File: config.mk
export PLATFORM = sky130hd
export DESIGN_NAME = cpu_phase_sequencer
export DESIGN_NICKNAME = d
export VERILOG_FILES = /design/src/rtl/cpu_phase_sequencer_pkg.sv /design/src/rtl/cpu_phase_sequencer.sv
export SDC_FILE = /design/constraint.sdc
export NUM_CORES = 1
export LEC_CHECK = 0
export BUFFER_PORTS_ARGS = -buffer_cell sky130_fd_sc_hd__buf_2
export CELL_PAD_IN_SITES_DETAIL_PLACEMENT = 0
export CELL_PAD_IN_SITES_GLOBAL_PLACEMENT = 2
export CORE_MARGIN = 2
export CORE_UTILIZATION = 32
export DETAILED_ROUTE_END_ITERATION = 10
export PLACE_DENSITY = 0.84
export SLEW_MARGIN = 15
export SYNTH_ARGS = -nofsm -noshare
export SYNTH_HDL_FRONTEND = slang
export SYNTH_SLANG_ARGS = --single-unit
File: constraint.sdc
create_clock -name clk -period 3.2 [get_ports clk]
set_clock_uncertainty 0.1 [all_clocks]
set_input_delay 0.32 -clock clk [delete_from_list [all_inputs] [get_ports clk]]
set_output_delay 0.32 -clock clk [all_outputs]
set_load 0.005 [all_outputs]
File: src/rtl/cpu_phase_sequencer_pkg.sv
// Shared encodings for the CPU phase sequencer: FSM states and opcode constants.
package cpu_phase_sequencer_pkg;

  typedef enum logic [2:0] {
    S_FETCH = 3'd0,
    S_EXEC1 = 3'd1,
    S_EXEC2 = 3'd2,
    S_EXEC3 = 3'd3,
    S_HALT  = 3'd4
  } state_t;

  localparam logic [3:0] OP_LDN = 4'h9;
  localparam logic [3:0] OP_RET = 4'hF;
  localparam logic [3:0] OP_SSS = 4'hA;
  localparam logic [7:0] OP_STP = 8'hA0;

endpackage

File: src/rtl/cpu_phase_sequencer.sv
// Instruction phase sequencer: FETCH/EXEC1..3 strobes, instruction register,
// previous-major-opcode register and latched condition flags.
module cpu_phase_sequencer
  import cpu_phase_sequencer_pkg::*;
#(
  parameter int DATA_W = 16,
  parameter int OPC_W  = 8,
  parameter int CMP_W  = 4
) (
  input  logic                      clk,
  input  logic                      rst_n,
  input  logic                      stall,
  input  logic [DATA_W-1:0]         ram_q,
  input  logic                      flag_load,
  input  logic                      alu_eq,
  input  logic                      alu_mi,
  input  logic [CMP_W-1:0]          cmp_in,
  output logic                      FETCH,
  output logic                      EXEC1,
  output logic                      EXEC2,
  output logic                      EXEC3,
  output logic                      HALTED,
  output logic [OPC_W-1:0]          IR_opcode,
  output logic [DATA_W-OPC_W-1:0]   IR_operand,
  output logic [3:0]                IR_oldopcode,
  output logic                      EQ,
  output logic                      MI,
  output logic [CMP_W-1:0]          CMPFlag,
  output logic                      instr_done
);

  state_t              state, state_nxt;
  logic [DATA_W-1:0]   ir;
  logic                ir_load;
  logic                old_load;
  logic [3:0]          major;
  logic                is_ldn, is_ret, is_stp;

  assign IR_opcode  = ir[DATA_W-1 -: OPC_W];
  assign IR_operand = ir[DATA_W-OPC_W-1:0];
  assign major      = IR_opcode[OPC_W-1 -: 4];
  assign is_ldn     = (major == OP_LDN);
  assign is_ret     = (major == OP_RET);
  // STP is the SSS group with a zero sub-op; other SSS sub-ops run as plain 2-cycle ops.
  assign is_stp     = (major == OP_STP[7:4]) && (IR_opcode[OPC_W-5:0] == '0);

  always_comb begin
    state_nxt = state;
    ir_load   = 1'b0;
    old_load  = 1'b0;
    case (state)
      S_FETCH: if (!stall) begin
        state_nxt = S_EXEC1;
        ir_load   = 1'b1;
      end
      S_EXEC1: if (!stall) begin
        old_load = 1'b1;
        if (is_ldn || is_ret) state_nxt = S_EXEC2;
        else if (is_stp)      state_nxt = S_HALT;
        else                  state_nxt = S_FETCH;
      end
      S_EXEC2: if (!stall) begin
        if (is_ldn) begin
          state_nxt = S_EXEC3;
          ir_load   = 1'b1;
        end else begin
          state_nxt = S_FETCH;
        end
      end
      S_EXEC3: if (!stall) state_nxt = S_FETCH;
      S_HALT:  state_nxt = S_HALT;
      default: state_nxt = S_FETCH;
    endcase
  end

  always_ff @(posedge clk or negedge rst_n) begin
    if (!rst_n) state <= S_FETCH;
    else        state <= state_nxt;
  end

  always_ff @(posedge clk or negedge rst_n) begin
    if (!rst_n) begin
      ir           <= '0;
      IR_oldopcode <= '0;
      EQ           <= 1'b0;
      MI           <= 1'b0;
      CMPFlag      <= '0;
    end else begin
      if (ir_load)  ir           <= ram_q;
      if (old_load) IR_oldopcode <= major;
      if (flag_load && !stall) begin
        EQ      <= alu_eq;
        MI      <= alu_mi;
        CMPFlag <= cmp_in;
      end
    end
  end

  always_comb begin
    FETCH      = (state == S_FETCH);
    EXEC1      = (state == S_EXEC1);
    EXEC2      = (state == S_EXEC2);
    EXEC3      = (state == S_EXEC3);
    HALTED     = (state == S_HALT);
    instr_done = 1'b0;
    if (!stall) begin
      case (state)
        S_EXEC1: instr_done = !(is_ldn || is_ret);
        S_EXEC2: instr_done = is_ret;
        S_EXEC3: instr_done = 1'b1;
        default: instr_done = 1'b0;
      endcase
    end
  end

endmodule

* Word level (Yosys, flattened, before mapping) *
Index checks and enable logic that the tools add are counted.

storage, ports and cells
  bits in registers = 29
  input bits = 26
  output and inout bits = 32
  logic and storage cells = 40

cells by class
  eq/ne operators = 11
  muxes and demuxes = 15
  reduce and logical (&&, ||, !) cells = 8

operators by type and width
  operator              count
  $mux W3               6
  $pmux W3 S5           1
  $eq A4 B4 Y1 const B  3
  $ne A2 B2 Y1 const B  4
  $eq A3 B2 Y1 const B  2
  $mux W1               5
  $logic_not A4 Y1      1
  $reduce_and A4 Y1     1
  $eq A3 B1 Y1 const B  1
  $eq A3 B3 Y1 const B  1
  $logic_not A3 Y1      1
  $pmux W1 S3           1
  $logic_and A1 B1 Y1   2
  $logic_not A1 Y1      2
  $mux W2               1
  $pmux W1 S2           1
  $logic_or A1 B1 Y1    1

* Logic depth before layout (Yosys ltp) *
  depth after elaboration = 6
  gate-level depth with buffers = 4
  depth with buffers taken out = 3

* Least setup slack after synthesis *
No wires, ideal clock.

  path type = flip-flop to flip-flop
  start = reg ir[14]
  end = reg ir[10]
  data arrival time = 1,768 ps
  data required time = 2,975 ps
  path slack = 1,207 ps
  cell stages (with the launch flop) = 5
  period minus slack after synthesis = 1,993 ps
  cells stage by stage = dfrtp_1 nand4bb_4 a2111oi_4 buf_6 mux2_4

between the ends
  longest elaborated chain between the ends = 4

ends and longest elaborated chain
  element                 RTL line                   source
  start, declared         cpu_phase_sequencer.sv:33  logic [DATA_W-1:0] ir;
  start signal, assigned  cpu_phase_sequencer.sv:89  if (ir_load) ir <= ram_q;
  $eq A4 B4 Y1            cpu_phase_sequencer.sv:42  assign is_ldn = (major == OP_LDN);
  $mux W1                 cpu_phase_sequencer.sv:63  if (is_ldn) begin
  $mux W1                 cpu_phase_sequencer.sv:62  S_EXEC2: if (!stall) begin
  $pmux W1 S2             cpu_phase_sequencer.sv:51  case (state)

Every way passes these cells.
A chain may end at the register's enable or synchronous reset.

* Worst setup path in the final report *
  start = reg ir[14]
  end = out instr_done

between the ends
  longest elaborated chain between the ends = 5
  elaborated cells on any way between the ends = 6
  classes of those cells = eq/ne: 2; mux: 2; reduce/logical: 2

ends and longest elaborated chain
  element                                 RTL line                                              source
  $eq A4 B4 Y1, on equally long branches  cpu_phase_sequencer.sv:42, cpu_phase_sequencer.sv:43
  $logic_or A1 B1 Y1                      cpu_phase_sequencer.sv:108                            S_EXEC1: instr_done = !(is_ldn || is_ret);
  $logic_not A1 Y1                        cpu_phase_sequencer.sv:108
  $pmux W1 S3 (*)                         cpu_phase_sequencer.sv:107                            case (state)
  $mux W1 (*)                             cpu_phase_sequencer.sv:106                            if (!stall) begin
  end, declared                           cpu_phase_sequencer.sv:29                             output logic instr_done

Mark *: on every way between the ends. The rest lies on a longest branch, timed or not.

==> impl_metrics.tcl <==
set metrics [dict create \
    outcome "completed" \
    cp_max_fo 7 \
    setup_tns_ps 0 \
    cp-start-kind "flip-flop" \
    htreeDepth 2 \
    slew_violations 0 \
    core_um2 4000 \
    multi_input_area_um2 544 \
    chipHeight_um 68.6 \
    num-fill-cells 370 \
    cp.required_ps 2780 \
    overflow 0 \
    rsz0062_at_grt "false" \
    via_per_inst 4.75 \
    slowest_delay_ps 460 \
    drt-total-wl_um 2940 \
    tightestPinTransition_ps 647 \
    period_minus_slack_ps 2080 \
    antenna_found_initial 0 \
    fin_nets 177 \
    fin_crit_sh_pct 65.1 \
    slew_headroom_pct 56.8 \
    gp_congestion 0.717 \
    holdPathStages 2 \
    dp_hpwl_um 2170 \
    antenna_left 0 \
    ys_types 27 \
    drive_above_1_share_pct 62.7 \
    cts_sinks 29 \
    post_cts_buffers 0 \
    vias 950 \
    die_w_um 68.6 \
    cpMaxStageDelayCell "dfrtp_1" \
    worstSkewPairLatency_ps 280 \
    worstReg2RegStart "ir[14]" \
    dieArea_um2 4700 \
    p_leak_nw 0.825 \
    synthArstFlopShare_pct 100 \
    synth_top_flop_cell "dfrtp_1" \
    drt_pre_antenna_iters 4 \
    ir_drop_mv 0.470 \
    drc_errors 0 \
    hold-worst-slack_ps 169 \
    hold_end "ir[9]" \
    power_density_nw_per_um2 864 \
    arrival_ps 1660 \
    area.growth.synth_to_final_pct 29.3 \
    placementRows 23 \
    max-cap-violations 0 \
    cp_cell_sequence "xnor2_1, and3_1, a2111oi_0, buf_2" \
    cts_resized 0 \
    grt_max_degree 30 \
    initial_core_util_pct 33.3 \
    syn-num-nets 117 \
    yosys_warnings 0 \
    ff_latch_area_um2 726 \
    ff2ff_path_depth 4 \
    track_usage_pct 13.9 \
    grt_pass1_wl_um 4600 \
    syn_area_per_cell_um2 14.7 \
    drt_iter0_markers 7 \
    synth_largest_area_cell "dfrtp_1" \
    io_pins 58 \
    synth_edf_count 0 \
    grt_pass1_vias 939 \
    pre_cts_ws_ps 1190 \
    min_from "ram_q[9]" \
    antenna_cells 0 \
    r2r-end "ir[4]" \
    synth_common_cells "dfrtp_1, mux2_2, mux2_4, inv_1, nor3_1" \
    syn_area_um2 1330 \
    cts_tree "done" \
    wl_per_cell_um 14.7 \
    ys_seq_elements 29 \
    cts.clk_slew.worst_paths_ps 60 \
    synth_cells 91 \
    hold_buffers 1 \
    cts_buffer_depth 2 \
    numCtsBuffers 5 \
    max_freq_ghz 0.480 \
    yosysSeqAreaShare_pct 54.4 \
    clock-root-buffer "clkbuf_8" \
    hold_class "primary input to flip-flop" \
    yosysMostFrequentCell "dfrtp_1" \
    setup_viol 0 \
    io_buffers 57 \
    synthTopCellsByArea "dfrtp_1, mux2_2, mux2_4" \
    synth_top_area_share_pct 54.4 \
    endpoint_kind "output port" \
    r2r_setup_slack_ps 1190 \
    finalHoldViolCount 0 \
    fin_ws_ps 1120 \
    path_class "flip-flop to output port" \
]
[cell type report]
class,instances,share of cell area (%)
Multi-Input combinational cell,52,31.6
Tap cell,50,3.63
Sequential cell,29,42.1
Inverter,4,0.871
Clock buffer,5,3.99
Clock inverter,1,0.290
Timing Repair Buffer,59,17.6
[power by group]
part / internal, mW / leakage, nW / switching [mW] / total (mW)
clock: 0.142 / 0.0399 / 0.125 / 0.267
sequential: 0.515 / 0.346 / 0.149 / 0.664
combinational: 0.349 / 0.439 / 0.210 / 0.558
total: 1.01 / 0.825 / 0.484 / 1.49
[metal layers]
metal,wire length [um],vias up,track usage [%],share of wire [%]
met1,1260,459,17.1,43
met3,202,7,5.36,6.9
met5,0,-,0,0
li1,-,448,-,-
met2,1410,36,21.0,48
met4,64,0,7.50,2.2
[cells by family (layout without fill, tap and decap cells)]
group / after synthesis / after routing / share of synthesized area [%]
AO/OA/AOI/OAI: 11 / 11 / 8.07
XOR/XNOR: 1 / 1 / 0.657
buffers and inverters: 10 / 69 / 4.78
flip-flops: 29 / 29 / 54.4
multiplexers: 25 / 25 / 23.3
AND/OR/NAND/NOR: 15 / 15 / 8.82
[metrics by stage]
stage	instance area, um2	std cells	power [mW]	util (%)
after floorplan	1330	91	0.998	-
after global placement	1640	193	1.21	41.0
after detailed placement	1640	193	1.23	41.0
after CTS	1720	200	1.51	43.1
after global routing	1720	200	1.60	43.1
final	1720	200	1.49	43.1
[sequential cells by signal, indices dropped and copies added, names as in the netlist]
name          count
IR_oldopcode      4
CMPFlag           4
state             3
EQ                1
ir               16
MI                1
[cells in the final DEF (no fill, tap or decap), drive strengths merged, types with 2 or more instances in the layout]
cell type,count
clkbuf,5
nand3,2
a22o,2
nor3,4
a21oi,3
nor4b,2
buf,58
mux2,24
a2111oi,2
inv,4
dfrtp,29
[worst max-delay path: cells and delay by family, from the launching register on]
family                    cells  cell delay, ps
xor gates and xnor gates      1             150
and+or+nand+nor               1             190
DFF                           1             460
buffers and inverters         1             190
AOI/OAI and AO/OA             1             390
[worst max path at each step]
stage                 end  slack (ps)  startpoint  cells past startpoint
2_1_floorplan      ir[10]        1210      ir[14]                      4
3_3_place_gp        ir[5]        1260      ir[14]                      4
3_5_place_dp        ir[4]        1190      ir[14]                      4
4_1_cts        instr_done        1120      ir[13]                      4
5_1_grt        instr_done         970      ir[14]                      4
6_report       instr_done        1120      ir[14]                      4
No activity file was read; power rests on OpenSTA's default activity.
